--- src/rtl/uart_rx_cmd_ctrl_if.sv ---
// Command-controller bus: UART RX bytes in, regfile strobes out, TX bytes out.
// master = command controller side, slave = UART / regfile side.
//   RX_P_DATA_CMD/RX_D_VLD_CMD  received byte + one-cycle valid
//   RD_DATA_CMD/RD_D_VLD_CMD    regfile read data + one-cycle valid
//   TX_BUSY_CMD                 UART TX busy
//   WR_EN_CMD/RD_EN_CMD         regfile write / read strobes
//   ADDR_CMD/WR_DATA_CMD        regfile address / write data
//   TX_P_DATA_CMD/TX_D_VLD_CMD  byte to UART TX + valid (held until accepted)
//   CMD_ERR_CMD/BUSY_CMD        error pulse / frame in progress
interface uart_rx_cmd_ctrl_if #(
  parameter int DATA_W = 8,
  parameter int ADDR_W = 4
);
  logic [DATA_W-1:0] RX_P_DATA_CMD;
  logic              RX_D_VLD_CMD;
  logic [DATA_W-1:0] RD_DATA_CMD;
  logic              RD_D_VLD_CMD;
  logic              TX_BUSY_CMD;
  logic              WR_EN_CMD;
  logic              RD_EN_CMD;
  logic [ADDR_W-1:0] ADDR_CMD;
  logic [DATA_W-1:0] WR_DATA_CMD;
  logic [DATA_W-1:0] TX_P_DATA_CMD;
  logic              TX_D_VLD_CMD;
  logic              CMD_ERR_CMD;
  logic              BUSY_CMD;

  modport master (
    input  RX_P_DATA_CMD,
    input  RX_D_VLD_CMD,
    input  RD_DATA_CMD,
    input  RD_D_VLD_CMD,
    input  TX_BUSY_CMD,
    output WR_EN_CMD,
    output RD_EN_CMD,
    output ADDR_CMD,
    output WR_DATA_CMD,
    output TX_P_DATA_CMD,
    output TX_D_VLD_CMD,
    output CMD_ERR_CMD,
    output BUSY_CMD
  );

  modport slave (
    output RX_P_DATA_CMD,
    output RX_D_VLD_CMD,
    output RD_DATA_CMD,
    output RD_D_VLD_CMD,
    output TX_BUSY_CMD,
    input  WR_EN_CMD,
    input  RD_EN_CMD,
    input  ADDR_CMD,
    input  WR_DATA_CMD,
    input  TX_P_DATA_CMD,
    input  TX_D_VLD_CMD,
    input  CMD_ERR_CMD,
    input  BUSY_CMD
  );
endinterface

--- src/rtl/uart_rx_cmd_ctrl.sv ---
// UART command sequencer: decodes AA(write)/BB(read) frames from RX bytes,
// drives regfile strobes and returns read data to UART TX.
// Ports:
//   CLK_CMD_CTRL  clock, rising edge
//   RST_CMD_CTRL  asynchronous active-high reset
//   io_cmd        uart_rx_cmd_ctrl_if.master (RX in, regfile, TX, status)
// Optional feature: define CMD_TIMEOUT_EN to abort a stalled frame after
// TIMEOUT_CYC idle cycles (CMD_ERR pulse, back to IDLE, no strobe).
module uart_rx_cmd_ctrl #(
  parameter int DATA_W      = 8,
  parameter int ADDR_W      = 4,
  parameter int TIMEOUT_CYC = 4096
) (
  input  logic CLK_CMD_CTRL,
  input  logic RST_CMD_CTRL,
  uart_rx_cmd_ctrl_if.master io_cmd
);

  localparam logic [DATA_W-1:0] OP_WR = DATA_W'(8'hAA);
  localparam logic [DATA_W-1:0] OP_RD = DATA_W'(8'hBB);

  typedef enum logic [2:0] {
    S_IDLE,
    S_WR_ADDR,
    S_WR_DATA,
    S_RD_ADDR,
    S_RD_WAIT,
    S_TX_SEND
  } state_t;

  state_t            r_state;
  logic              r_wr_en;
  logic              r_rd_en;
  logic [ADDR_W-1:0] r_addr;
  logic [DATA_W-1:0] r_wr_data;
  logic [DATA_W-1:0] r_tx_data;
  logic              r_tx_vld;
  logic              r_err;
  logic              r_busy;

  logic [DATA_W-1:0] w_rx_data;
  logic              w_rx_vld;
  logic [DATA_W-1:0] w_rd_data;
  logic              w_rd_vld;
  logic              w_tx_busy;

  assign w_rx_data = io_cmd.RX_P_DATA_CMD;
  assign w_rx_vld  = io_cmd.RX_D_VLD_CMD;
  assign w_rd_data = io_cmd.RD_DATA_CMD;
  assign w_rd_vld  = io_cmd.RD_D_VLD_CMD;
  assign w_tx_busy = io_cmd.TX_BUSY_CMD;

`ifdef CMD_TIMEOUT_EN
  localparam int CNT_W = $clog2(TIMEOUT_CYC) + 1;
  localparam logic [CNT_W-1:0] TO_LAST = CNT_W'(TIMEOUT_CYC - 1);

  logic [CNT_W-1:0] r_to_cnt;
  logic             w_timed;
  logic             w_quiet;

  // TX_SEND is deliberately excluded: the TX side may stall indefinitely.
  assign w_timed = (r_state == S_WR_ADDR) || (r_state == S_WR_DATA) ||
                   (r_state == S_RD_ADDR) || (r_state == S_RD_WAIT);
  // A cycle is idle when nothing arrives that could advance the frame.
  assign w_quiet = !w_rx_vld &&
                   !((r_state == S_RD_WAIT) && w_rd_vld);
`else
  logic w_unused_to;
  assign w_unused_to = (TIMEOUT_CYC > 0);
`endif

  always_ff @(posedge CLK_CMD_CTRL or posedge RST_CMD_CTRL) begin
    if (RST_CMD_CTRL) begin
      r_state   <= S_IDLE;
      r_wr_en   <= 1'b0;
      r_rd_en   <= 1'b0;
      r_addr    <= '0;
      r_wr_data <= '0;
      r_tx_data <= '0;
      r_tx_vld  <= 1'b0;
      r_err     <= 1'b0;
      r_busy    <= 1'b0;
`ifdef CMD_TIMEOUT_EN
      r_to_cnt  <= '0;
`endif
    end else begin
      r_wr_en <= 1'b0;
      r_rd_en <= 1'b0;
      r_err   <= 1'b0;

      unique case (r_state)
        S_IDLE: begin
          if (w_rx_vld) begin
            if (w_rx_data == OP_WR) begin
              r_state <= S_WR_ADDR;
              r_busy  <= 1'b1;
            end else if (w_rx_data == OP_RD) begin
              r_state <= S_RD_ADDR;
              r_busy  <= 1'b1;
            end else begin
              r_err   <= 1'b1;
            end
          end
        end

        S_WR_ADDR: begin
          if (w_rx_vld) begin
            r_addr  <= w_rx_data[ADDR_W-1:0];
            r_state <= S_WR_DATA;
          end
        end

        S_WR_DATA: begin
          if (w_rx_vld) begin
            r_wr_data <= w_rx_data;
            r_wr_en   <= 1'b1;
            r_state   <= S_IDLE;
            r_busy    <= 1'b0;
          end
        end

        S_RD_ADDR: begin
          if (w_rx_vld) begin
            r_addr  <= w_rx_data[ADDR_W-1:0];
            r_rd_en <= 1'b1;
            r_state <= S_RD_WAIT;
          end
        end

        S_RD_WAIT: begin
          // Read data wins; a simultaneous RX byte is dropped.
          if (w_rd_vld) begin
            r_tx_data <= w_rd_data;
            r_tx_vld  <= 1'b1;
            r_state   <= S_TX_SEND;
          end
          if (w_rx_vld) begin
            r_err <= 1'b1;
          end
        end

        S_TX_SEND: begin
          if (r_tx_vld && !w_tx_busy) begin
            r_tx_vld <= 1'b0;
            r_state  <= S_IDLE;
            r_busy   <= 1'b0;
          end
          if (w_rx_vld) begin
            r_err <= 1'b1;
          end
        end

        default: begin
          r_state  <= S_IDLE;
          r_busy   <= 1'b0;
          r_tx_vld <= 1'b0;
        end
      endcase

`ifdef CMD_TIMEOUT_EN
      // Only fires on idle cycles, where the case above changed nothing,
      // so these later assignments never fight a real transition.
      if (w_timed && w_quiet) begin
        if (r_to_cnt == TO_LAST) begin
          r_to_cnt <= '0;
          r_err    <= 1'b1;
          r_state  <= S_IDLE;
          r_busy   <= 1'b0;
        end else begin
          r_to_cnt <= r_to_cnt + 1'b1;
        end
      end else begin
        r_to_cnt <= '0;
      end
`endif
    end
  end

  assign io_cmd.WR_EN_CMD     = r_wr_en;
  assign io_cmd.RD_EN_CMD     = r_rd_en;
  assign io_cmd.ADDR_CMD      = r_addr;
  assign io_cmd.WR_DATA_CMD   = r_wr_data;
  assign io_cmd.TX_P_DATA_CMD = r_tx_data;
  assign io_cmd.TX_D_VLD_CMD  = r_tx_vld;
  assign io_cmd.CMD_ERR_CMD   = r_err;
  assign io_cmd.BUSY_CMD      = r_busy;

endmodule

--- src/flat_wrapper.sv ---
// flat-port wrapper written by rule: the top's interface ports become plain ports
module uart_rx_cmd_ctrl_flat 
#(
  parameter int DATA_W      = 8,
  parameter int ADDR_W      = 4,
  parameter int TIMEOUT_CYC = 4096
)
  (CLK_CMD_CTRL, RST_CMD_CTRL, io_cmd_RX_P_DATA_CMD, io_cmd_RX_D_VLD_CMD, io_cmd_RD_DATA_CMD, io_cmd_RD_D_VLD_CMD, io_cmd_TX_BUSY_CMD, io_cmd_WR_EN_CMD, io_cmd_RD_EN_CMD, io_cmd_ADDR_CMD, io_cmd_WR_DATA_CMD, io_cmd_TX_P_DATA_CMD, io_cmd_TX_D_VLD_CMD, io_cmd_CMD_ERR_CMD, io_cmd_BUSY_CMD);
  uart_rx_cmd_ctrl_if #(.DATA_W(DATA_W), .ADDR_W(ADDR_W)) io_cmd_i ();
  input  logic CLK_CMD_CTRL;
  input  logic RST_CMD_CTRL;
  input wire logic [$bits(io_cmd_i.RX_P_DATA_CMD)-1:0] io_cmd_RX_P_DATA_CMD;
  input wire logic [$bits(io_cmd_i.RX_D_VLD_CMD)-1:0] io_cmd_RX_D_VLD_CMD;
  input wire logic [$bits(io_cmd_i.RD_DATA_CMD)-1:0] io_cmd_RD_DATA_CMD;
  input wire logic [$bits(io_cmd_i.RD_D_VLD_CMD)-1:0] io_cmd_RD_D_VLD_CMD;
  input wire logic [$bits(io_cmd_i.TX_BUSY_CMD)-1:0] io_cmd_TX_BUSY_CMD;
  output wire logic [$bits(io_cmd_i.WR_EN_CMD)-1:0] io_cmd_WR_EN_CMD;
  output wire logic [$bits(io_cmd_i.RD_EN_CMD)-1:0] io_cmd_RD_EN_CMD;
  output wire logic [$bits(io_cmd_i.ADDR_CMD)-1:0] io_cmd_ADDR_CMD;
  output wire logic [$bits(io_cmd_i.WR_DATA_CMD)-1:0] io_cmd_WR_DATA_CMD;
  output wire logic [$bits(io_cmd_i.TX_P_DATA_CMD)-1:0] io_cmd_TX_P_DATA_CMD;
  output wire logic [$bits(io_cmd_i.TX_D_VLD_CMD)-1:0] io_cmd_TX_D_VLD_CMD;
  output wire logic [$bits(io_cmd_i.CMD_ERR_CMD)-1:0] io_cmd_CMD_ERR_CMD;
  output wire logic [$bits(io_cmd_i.BUSY_CMD)-1:0] io_cmd_BUSY_CMD;
  assign io_cmd_i.RX_P_DATA_CMD = io_cmd_RX_P_DATA_CMD;
  assign io_cmd_i.RX_D_VLD_CMD = io_cmd_RX_D_VLD_CMD;
  assign io_cmd_i.RD_DATA_CMD = io_cmd_RD_DATA_CMD;
  assign io_cmd_i.RD_D_VLD_CMD = io_cmd_RD_D_VLD_CMD;
  assign io_cmd_i.TX_BUSY_CMD = io_cmd_TX_BUSY_CMD;
  assign io_cmd_WR_EN_CMD = io_cmd_i.WR_EN_CMD;
  assign io_cmd_RD_EN_CMD = io_cmd_i.RD_EN_CMD;
  assign io_cmd_ADDR_CMD = io_cmd_i.ADDR_CMD;
  assign io_cmd_WR_DATA_CMD = io_cmd_i.WR_DATA_CMD;
  assign io_cmd_TX_P_DATA_CMD = io_cmd_i.TX_P_DATA_CMD;
  assign io_cmd_TX_D_VLD_CMD = io_cmd_i.TX_D_VLD_CMD;
  assign io_cmd_CMD_ERR_CMD = io_cmd_i.CMD_ERR_CMD;
  assign io_cmd_BUSY_CMD = io_cmd_i.BUSY_CMD;
  uart_rx_cmd_ctrl #(.DATA_W(DATA_W), .ADDR_W(ADDR_W), .TIMEOUT_CYC(TIMEOUT_CYC)) u_core (.CLK_CMD_CTRL(CLK_CMD_CTRL), .RST_CMD_CTRL(RST_CMD_CTRL), .io_cmd(io_cmd_i));
endmodule
--- config.mk ---
export PLATFORM = sky130hd
export DESIGN_NAME = uart_rx_cmd_ctrl_flat
export DESIGN_NICKNAME = d
export VERILOG_FILES = /design/src/rtl/uart_rx_cmd_ctrl_if.sv /design/src/rtl/uart_rx_cmd_ctrl.sv /design/src/flat_wrapper.sv
export SDC_FILE = /design/constraint.sdc
export NUM_CORES = 1
export LEC_CHECK = 0
export ABC_CLOCK_PERIOD_IN_PS = 4520
export BUFFER_PORTS_ARGS = -buffer_cell sky130_fd_sc_hd__buf_4
export CAP_MARGIN = 30
export CORE_MARGIN = 2
export CORE_UTILIZATION = 30
export CTS_CLUSTER_DIAMETER = 50
export CTS_CLUSTER_SIZE = 16
export DETAILED_ROUTE_END_ITERATION = 7
export HOLD_SLACK_MARGIN = 0.02
export PLACE_DENSITY = 0.53
export SLEW_MARGIN = 20
export SYNTH_ARGS = -nofsm -noshare
export SYNTH_HDL_FRONTEND = slang
export SYNTH_SLANG_ARGS = --single-unit
--- constraint.sdc ---
create_clock -name CLK_CMD_CTRL -period 4.52 [get_ports CLK_CMD_CTRL]
set_clock_uncertainty 0.05 [all_clocks]
set_input_delay 0.452 -clock CLK_CMD_CTRL [delete_from_list [all_inputs] [get_ports CLK_CMD_CTRL]]
set_output_delay 0.452 -clock CLK_CMD_CTRL [all_outputs]
set_load 0.03 [all_outputs]
======== After elaboration in Yosys (flattened, before gate mapping) ========
Index checks and enable logic that the tools add are counted.
storage, ports and cells
  output and inout port bits .............. 25
  word-level logic and storage cells ...... 62
  bits of input ports ..................... 21
  register bits after elaboration ......... 28
cells by class
  bitwise gates (word level) .............. 2
  reductions and logical operators ........ 13
  eq/ne operators ......................... 14
  muxes and demuxes ....................... 24
operators with widths
  operator            number
  $mux 3              8
  $pmux 3 s6          1
  $eq 8x8->1 const B  2
  $mux 1              12
  $ne 2x2->1 const B  5
  $reduce_and 7->1    1
  $eq 3x2->1 const B  2
  $eq 3x3->1 const B  2
  $reduce_and 2->1    3
  $reduce_and 5->1    1
  $pmux 1 s4          1
  $reduce_or 2->1     2
  $reduce_or 4->1     1
  $eq 3x1->1 const B  1
  $logic_not 3->1     1
  $ne 3x1->1 const B  1
  $pmux 1 s3          1
  $reduce_and 3->1    1
  $reduce_or 3->1     1
  $ne 2x1->1 const B  1
  $not 1->1           2
  $pmux 1 s2          1
  $logic_and 1x1->1   1
  $logic_not 1->1     1

======== Depth between registers and ports, before layout ========
Gate-level depths: netlist of run 1.
  word-level depth ........................ 5
  depth in mapped cells ................... 5
  mapped depth without buffers ............ 3

======== Least setup slack after synthesis of run 1 ========
Ideal clock, no wire load.
  kind .................................... reg-to-reg
  start ................................... register u_core.r_state[2]
  end ..................................... register u_core.r_wr_data[0], in the netlist u_core.io_cmd.WR_DATA_CMD[0]
  data required time ...................... 4,345 ps
  period minus slack after synthesis ...... 1,547 ps
  stages on the path, launching flop included .. 4
  slack ................................... 2,973 ps
  path buffers ............................ 1
  arrival time ............................ 1,372 ps
  cell sequence ........................... dfrtp_1 -> clkbuf_1 -> nor4b_4 -> mux2_2
between the ends
  longest elaborated chain between the ends .. 2
ends and longest elaborated chain
  element                            RTL line                 source
  start, declared                    uart_rx_cmd_ctrl.sv:31   state_t r_state;
  start signal, assigned             uart_rx_cmd_ctrl.sv:74   r_state <= S_IDLE;
  start signal, assigned             uart_rx_cmd_ctrl.sv:95   r_state <= S_WR_ADDR;
  start signal, assigned             uart_rx_cmd_ctrl.sv:98   r_state <= S_RD_ADDR;
  $eq 3x2->1                         uart_rx_cmd_ctrl.sv:91   unique case (r_state)
  $reduce_and 2->1 (no source line)  -
  end signal, assigned               uart_rx_cmd_ctrl.sv:115  r_wr_data <= w_rx_data;
  end, declared                      uart_rx_cmd_ctrl.sv:35   logic [DATA_W-1:0] r_wr_data;
No other way between the ends.
A chain may end at the register's enable or synchronous reset.

======== Worst setup path in the final report of run 1 ========
  start ................................... register u_core.r_state[0]
  end ..................................... register u_core.r_tx_data[3], in the netlist u_core.io_cmd.TX_P_DATA_CMD[3]
between the ends
  longest elaborated chain between the ends .. 2
ends and longest elaborated chain
  element                            RTL line                 source
  $eq 3x3->1                         uart_rx_cmd_ctrl.sv:91
  $reduce_and 2->1 (no source line)  -
  end signal, assigned               uart_rx_cmd_ctrl.sv:133  r_tx_data <= w_rd_data;
  end, declared                      uart_rx_cmd_ctrl.sv:36   logic [DATA_W-1:0] r_tx_data;
No other way between the ends.

==> reports/results.tsv, run 1 <==
stage	metric	value	unit
clock_network	post_cts_resize_count	0	
final_layout	drive_gt1_frac	0.568	
timing	fin_crit_sh	0.448	
critical_path	end_kind	flop	
clock_network	cts_sinks	28	
synth	synth-edff-count	0	
routing	vias	845	
routing	wl_per_cell	14.3	um
global_route	grt_pass1_wl	4260	um
final_layout	n_antenna_cell	0	
die	core	0.00374	mm2
timing	slew_violations	0	
final_layout	final_common_cell	buf_4	
critical_path	crit_type	flop to flop	
die	die_h	67.0	um
synth	ys_warn_count	0	
critical_path	r2r_slack	2500	ps
timing	fin_tns_setup	0	ps
synth	synthArstFlopShare	1.00	
timing	hold_viol	0	
routing	drt-pass1-iter-count	4	
placement	portBuffers	45	
flow_run	drv_cap	0	
synth	synthFlopType	dfrtp_1	
clock_network	ctsHoldBuffers	0	
clock_network	path_clk_slew	90	ps
timing	fin_crit	2020	ps
routing	vias_per_cell	4.69	
routing	ant_nets	0	
die	dieArea	0.00449	mm2
timing	holdWs	126	ps
critical_path	critical_path_required	4630	ps
power	power_leakage	0.782	nW
final_layout	area_growth	38.1	%
synth	netlist_area	0.00119	mm2
final_layout	n_fill_cell	376	
power	power	1.24	mW
clock_network	clock_latency	270	ps
placement	postPlaceCellArea	0.00159	mm2
placement	globalplace.congestion	0.709	
timing	fmax	494	MHz
placement	dpl.hpwl	2020	um
clock_network	postCtsSetupRepairBufs	0	
final_layout	nets	154	
die	rows	22	
critical_path	cp_max_fo	10	
hold_path	hold_path.class	input port to async pin	
global_route	globalRouteOverflowTotal	0	
final_layout	final_cell_mix	45 x buf_4, 28 x dfrtp_1, 20 x mux2_2	
synth	synth.net_count	106	
global_route	grt_max_degree	20	
clock_network	root_buffer	clkbuf_8	
die	die_w	67.0	um
die	io_pins	46	
critical_path	critPathLaunchType	flop	
outcome	status	complete, no violations	
synth	synthCells	85	
synth	avgSynthCellArea	14.0	um2
clock_network	cts_tree	built	
global_route	grt_pass1_vias	938	
global_route	antenna_found_initial	0	
clock_network	cts_inserted_buffers	3	
power	ir_worst_vdd	0.325	mV
power	power_density	757	mW/mm2
timing	max_slew.worst_pin.slew	760	ps
critical_path	cp.arrival	2130	ps
routing	wl	2580	um
global_route	grt_usage	0.127	
clock_network	cts_buffer_depth	2	
timing	setup_viol	0	
clock_network	htree_levels	1	
final_layout	final_area	0.00165	mm2
final_layout	final_util	0.440	
synth	ys_ff_latch	28	
timing	rsz0062_at_grt	no	
routing	drt-initial-drc-count	19	
synth	synth-seq-area-share	0.588	
final_layout	multi_input_area	469	um2
routing	drcViolationCount	0	
final_layout	area.sequential	701	um2
die	initial_core_util	0.318	
timing	maxSlewHeadroom	0.492	
synth	synth_cell_types	28	
[path summary, 6_finish.rpt]
check / start / end / cells after the start
worst min register to register: u_core.io_cmd.TX_P_DATA_CMD[6] / u_core.io_cmd.TX_P_DATA_CMD[6] / 1
min in group CLK_CMD_CTRL: io_cmd_RD_DATA_CMD[4] / u_core.io_cmd.TX_P_DATA_CMD[4] / 2
worst min-delay path: RST_CMD_CTRL / u_core.r_state[0] / 2
max in group asynchronous: RST_CMD_CTRL / u_core.io_cmd.TX_P_DATA_CMD[7] / 3
worst max-delay path: u_core.r_state[0] / u_core.io_cmd.TX_P_DATA_CMD[3] / 3
worst max register to register: u_core.r_state[0] / u_core.io_cmd.TX_P_DATA_CMD[3] / 3
[cells in the mapped netlist, drive strengths merged (2+ instances only)]
| library cell | instances | share of area |
|---|---|---|
| buf | 2 | 0.0084 |
| dfrtp | 28 | 0.59 |
| inv | 2 | 0.0063 |
| mux2 | 20 | 0.19 |
| nand2b | 2 | 0.011 |
| nand4b | 3 | 0.022 |
| nor2 | 3 | 0.0095 |
| nor2b | 2 | 0.011 |
| nor3 | 2 | 0.0084 |
| o31ai | 3 | 0.019 |
| or3 | 2 | 0.011 |
[report_power, final]
part	leakage (nW)	internal, mW	switching (mW)
combinational	0.409	0.283	0.354
sequential	0.344	0.368	0.0878
clock	0.0288	0.0778	0.0740
total	0.782	0.729	0.516
[registers in the layout, summed over array words and instances (netlist names)]
register / count
u_core.io_cmd.TX_D_VLD_CMD: 1
u_core.io_cmd.WR_DATA_CMD: 8
u_core.io_cmd.TX_P_DATA_CMD: 8
u_core.io_cmd.CMD_ERR_CMD: 1
u_core.io_cmd.WR_EN_CMD: 1
u_core.r_state: 3
u_core.io_cmd.BUSY_CMD: 1
u_core.io_cmd.RD_EN_CMD: 1
u_core.io_cmd.ADDR_CMD: 4
[kinds of logic (layout without fill, tap and decap cells)]
family / Yosys count / in the layout / synth area share
AO/OA/AOI/OAI: 11 / 11 / 0.0767
XOR/XNOR: 1 / 1 / 0.00735
buffers and inverters: 5 / 52 / 0.0178
flip-flops: 28 / 28 / 0.588
multiplexers: 20 / 20 / 0.189
AND/OR/NAND/NOR: 20 / 20 / 0.121
[cell type report]
type	count	share of cell area
sequential	28	0.426
multi-input combinational	52	0.285
timing repair buffer	46	0.214
tap	48	0.0365
clock buffer	4	0.0335
inverter	2	0.00456
[metal layers]
| metal | global-route usage | up-vias | routed length [um] | part of all wire |
|---|---|---|---|---|
| li1 | - | 402 | - | - |
| met1 | 0.155 | 416 | 1050 | 0.41 |
| met2 | 0.214 | 25 | 1330 | 0.51 |
| met3 | 0.0372 | 2 | 184 | 0.071 |
| met4 | 0.0383 | 0 | 20 | 0.0077 |
| met5 | 0 | - | 0 | 0 |
[metrics by stage]
step | worst slack [ps] | instances
floorplan | 2970 | 85
global placement | 2540 | 175
detailed placement | 2510 | 176
CTS | 2510 | 180
global route | 2380 | 180
finish | 2500 | 180
[worst max-delay path, stage by stage (launching register included)]
cell,delay [ps]
dfrtp_1,500
nor2b_1,280
nor2b_1,660
mux2_2,420
Power figures use the tool's default switching activity.
==> inputs of run 2 (changes only) <==
--- a/config.mk
+++ b/config.mk
@@ -5,7 +5,7 @@
 export SDC_FILE = /design/constraint.sdc
 export NUM_CORES = 1
 export LEC_CHECK = 0
-export ABC_CLOCK_PERIOD_IN_PS = 4520
+export ABC_CLOCK_PERIOD_IN_PS = 1800
 export BUFFER_PORTS_ARGS = -buffer_cell sky130_fd_sc_hd__buf_4
 export CAP_MARGIN = 30
 export CORE_MARGIN = 2
@@ -14,7 +14,7 @@
 export CTS_CLUSTER_SIZE = 16
 export DETAILED_ROUTE_END_ITERATION = 7
 export HOLD_SLACK_MARGIN = 0.02
-export PLACE_DENSITY = 0.53
+export PLACE_DENSITY = 0.54
 export SLEW_MARGIN = 20
 export SYNTH_ARGS = -nofsm -noshare
 export SYNTH_HDL_FRONTEND = slang
==> constraint.sdc (replaced) <==
create_clock -name CLK_CMD_CTRL -period 1.8 [get_ports CLK_CMD_CTRL]
set_clock_uncertainty 0.05 [all_clocks]
set_input_delay 0.18 -clock CLK_CMD_CTRL [delete_from_list [all_inputs] [get_ports CLK_CMD_CTRL]]
set_output_delay 0.18 -clock CLK_CMD_CTRL [all_outputs]
set_load 0.03 [all_outputs]
==> run 2 against run 1 <==
Effect of this change: clock-buffer cell count decreased by 1; utilization increased by 0.90 points; power increased to 2.6 times the previous value; maximum frequency increased by 23%; sequential power increased by 150%; sequential share of layout area decreased by 0.86 points; register-to-register slack got worse by 2300 ps; first-iteration DRC count decreased by 11%; global-route usage decreased by 1.0 points; critical path type unchanged.
==> reports/results.tsv, run 2 (same netlist as run 1, synthesis figures left out) <==
stage	metric	value	unit	change
die	die_w	67.0	um	unchanged
clock_network	path_clk_slew	100	ps	was 90 ps
routing	drt-pass1-iter-count	2		was 4
global_route	grt_pass1_wl	4020	um	was 4260 um
critical_path	cp.arrival	1760	ps	was 2130 ps
clock_network	cts_sinks	28		unchanged
die	die_h	67.0	um	unchanged
critical_path	crit_type	flop to flop		unchanged
power	power_density	1930	mW/mm2	was 757 mW/mm2
die	initial_core_util	0.318		unchanged
timing	fin_crit_sh	0.916		was 0.448
clock_network	clock_latency	270	ps	about the same
global_route	grt_max_degree	29		was 20
placement	portBuffers	45		unchanged
timing	fmax	607	MHz	was 494 MHz
clock_network	post_cts_resize_count	0		unchanged
die	core	0.00374	mm2	unchanged
hold_path	hold_path.class	input port to flop		was input port to async pin
clock_network	htree_levels	1		unchanged
global_route	globalRouteOverflowTotal	0		unchanged
timing	maxSlewHeadroom	0.666		was 0.492
timing	max_slew.worst_pin.slew	497	ps	was 760 ps
routing	vias_per_cell	4.73		was 4.69
final_layout	final_common_cell	buf_4		unchanged
routing	wl_per_cell	13.5	um	was 14.3 um
timing	setup_viol	0		unchanged
die	io_pins	46		unchanged
final_layout	drive_gt1_frac	0.570		was 0.568
clock_network	root_buffer	clkbuf_8		unchanged
global_route	grt_usage	0.117		was 0.127
final_layout	n_antenna_cell	0		unchanged
timing	slew_violations	0		unchanged
timing	hold_viol	0		unchanged
clock_network	cts_tree	built		unchanged
final_layout	nets	157		was 154
timing	fin_crit	1650	ps	was 2020 ps
outcome	status	complete, no violations		unchanged
routing	vias	866		was 845
power	ir_worst_vdd	0.794	mV	was 0.325 mV
routing	drt-initial-drc-count	17		was 19
die	rows	22		unchanged
timing	rsz0062_at_grt	no		unchanged
critical_path	critical_path_required	1910	ps	was 4630 ps
global_route	grt_pass1_vias	847		was 938
clock_network	cts_inserted_buffers	3		unchanged
timing	holdWs	88.8	ps	was 126 ps
placement	dpl.hpwl	1860	um	was 2020 um
clock_network	cts_buffer_depth	2		unchanged
flow_run	drv_cap	0		unchanged
placement	globalplace.congestion	0.719		was 0.709
routing	wl	2460	um	was 2580 um
critical_path	cp_max_fo	10		unchanged
routing	ant_nets	0		unchanged
routing	drcViolationCount	0		unchanged
critical_path	critPathLaunchType	flop		unchanged
die	dieArea	0.00449	mm2	unchanged
timing	fin_tns_setup	0	ps	unchanged
timing	worst_slack	152	ps	was 2500 ps
final_layout	final_cell_mix	48 x buf_4, 28 x dfrtp_1, 20 x mux2_2		was 45 x buf_4, 28 x dfrtp_1, 20 x mux2_2
placement	pre_cts_slack	181	ps	was 2510 ps
global_route	antenna_found_initial	0		unchanged
critical_path	end_kind	flop		unchanged
final_layout	area_growth	41.0	%	was 38.1%
power	power_leakage	0.801	nW	was 0.782 nW
## run 2: cell types whose count changed in the layout (fill, tap and decap cells not counted)
| cell | delta |
|---|---|
| buf_4 | +3 |
| buf_8 | -1 |
| bufinv_16 | +1 |
| clkbuf_8 | -1 |
| dlygate4sd3_1 | +1 |
## run 2: routing by layer
layer	vias up	part of all wire	global-route usage
met2	24	0.48	0.177
met3	2	0.069	0.0338
met5	-	0	0
met1	427	0.45	0.162
met4	0	0.0053	0.0306
li1	413	-	-
## run 2: worst paths after layout
path	startpoint	to	cells past startpoint	slack [ps]
setup / recovery	u_core.r_state[0]	u_core.io_cmd.TX_P_DATA_CMD[3]	4	150
hold / removal	io_cmd_RD_DATA_CMD[6]	u_core.io_cmd.TX_P_DATA_CMD[6]	2	90
setup reg to reg	u_core.r_state[0]	u_core.io_cmd.TX_P_DATA_CMD[3]	4	150
hold reg to reg	u_core.io_cmd.TX_P_DATA_CMD[0]	u_core.io_cmd.TX_P_DATA_CMD[0]	1	460
max in group asynchronous	RST_CMD_CTRL	u_core.io_cmd.WR_DATA_CMD[6]	4	970
min in group asynchronous	RST_CMD_CTRL	u_core.io_cmd.CMD_ERR_CMD	4	460
## run 2: what timing repair did
action | in CTS | in global routing
hold buffers | 1 | 0
setup buffers | 0 | 0
hold endpoints to repair | 28 | 0
## run 2: per-stage QoR
| stage | total power [mW] | cell area [um2] | utilization | std cells |
|---|---|---|---|---|
| 2_1_floorplan | 2.18 | 1190 | - | 85 |
| 3_3_place_gp | 2.76 | 1600 | 0.427 | 178 |
| 3_5_place_dp | 2.78 | 1600 | 0.427 | 178 |
| 4_1_cts | 3.29 | 1680 | 0.449 | 183 |
| 5_1_grt | 3.44 | 1680 | 0.449 | 183 |
| 6_report | 3.24 | 1680 | 0.449 | 183 |
## run 2: area by class of cell
type,instances,area [um2]
inverters,2,7.51
clock buffers,3,41.3
well taps,48,60.1
repair buffers,49,370
flip-flops and latches,28,701
clock inverters,1,30.0
multi-input cells,52,469
fillers,385,2060
## run 2: power by group
part / internal (mW) / switching, mW / total (mW) / leakage (nW)
sequential: 0.925 / 0.214 / 1.14 / 0.344
combinational: 0.720 / 0.884 / 1.60 / 0.421
clock: 0.298 / 0.196 / 0.493 / 0.0357
## run 2: critical path: stages (launching register included)
cell,delay [ps]
dfrtp_1,500
nor2b_1,290
nor2b_1,170
buf_4,180
mux2_2,340
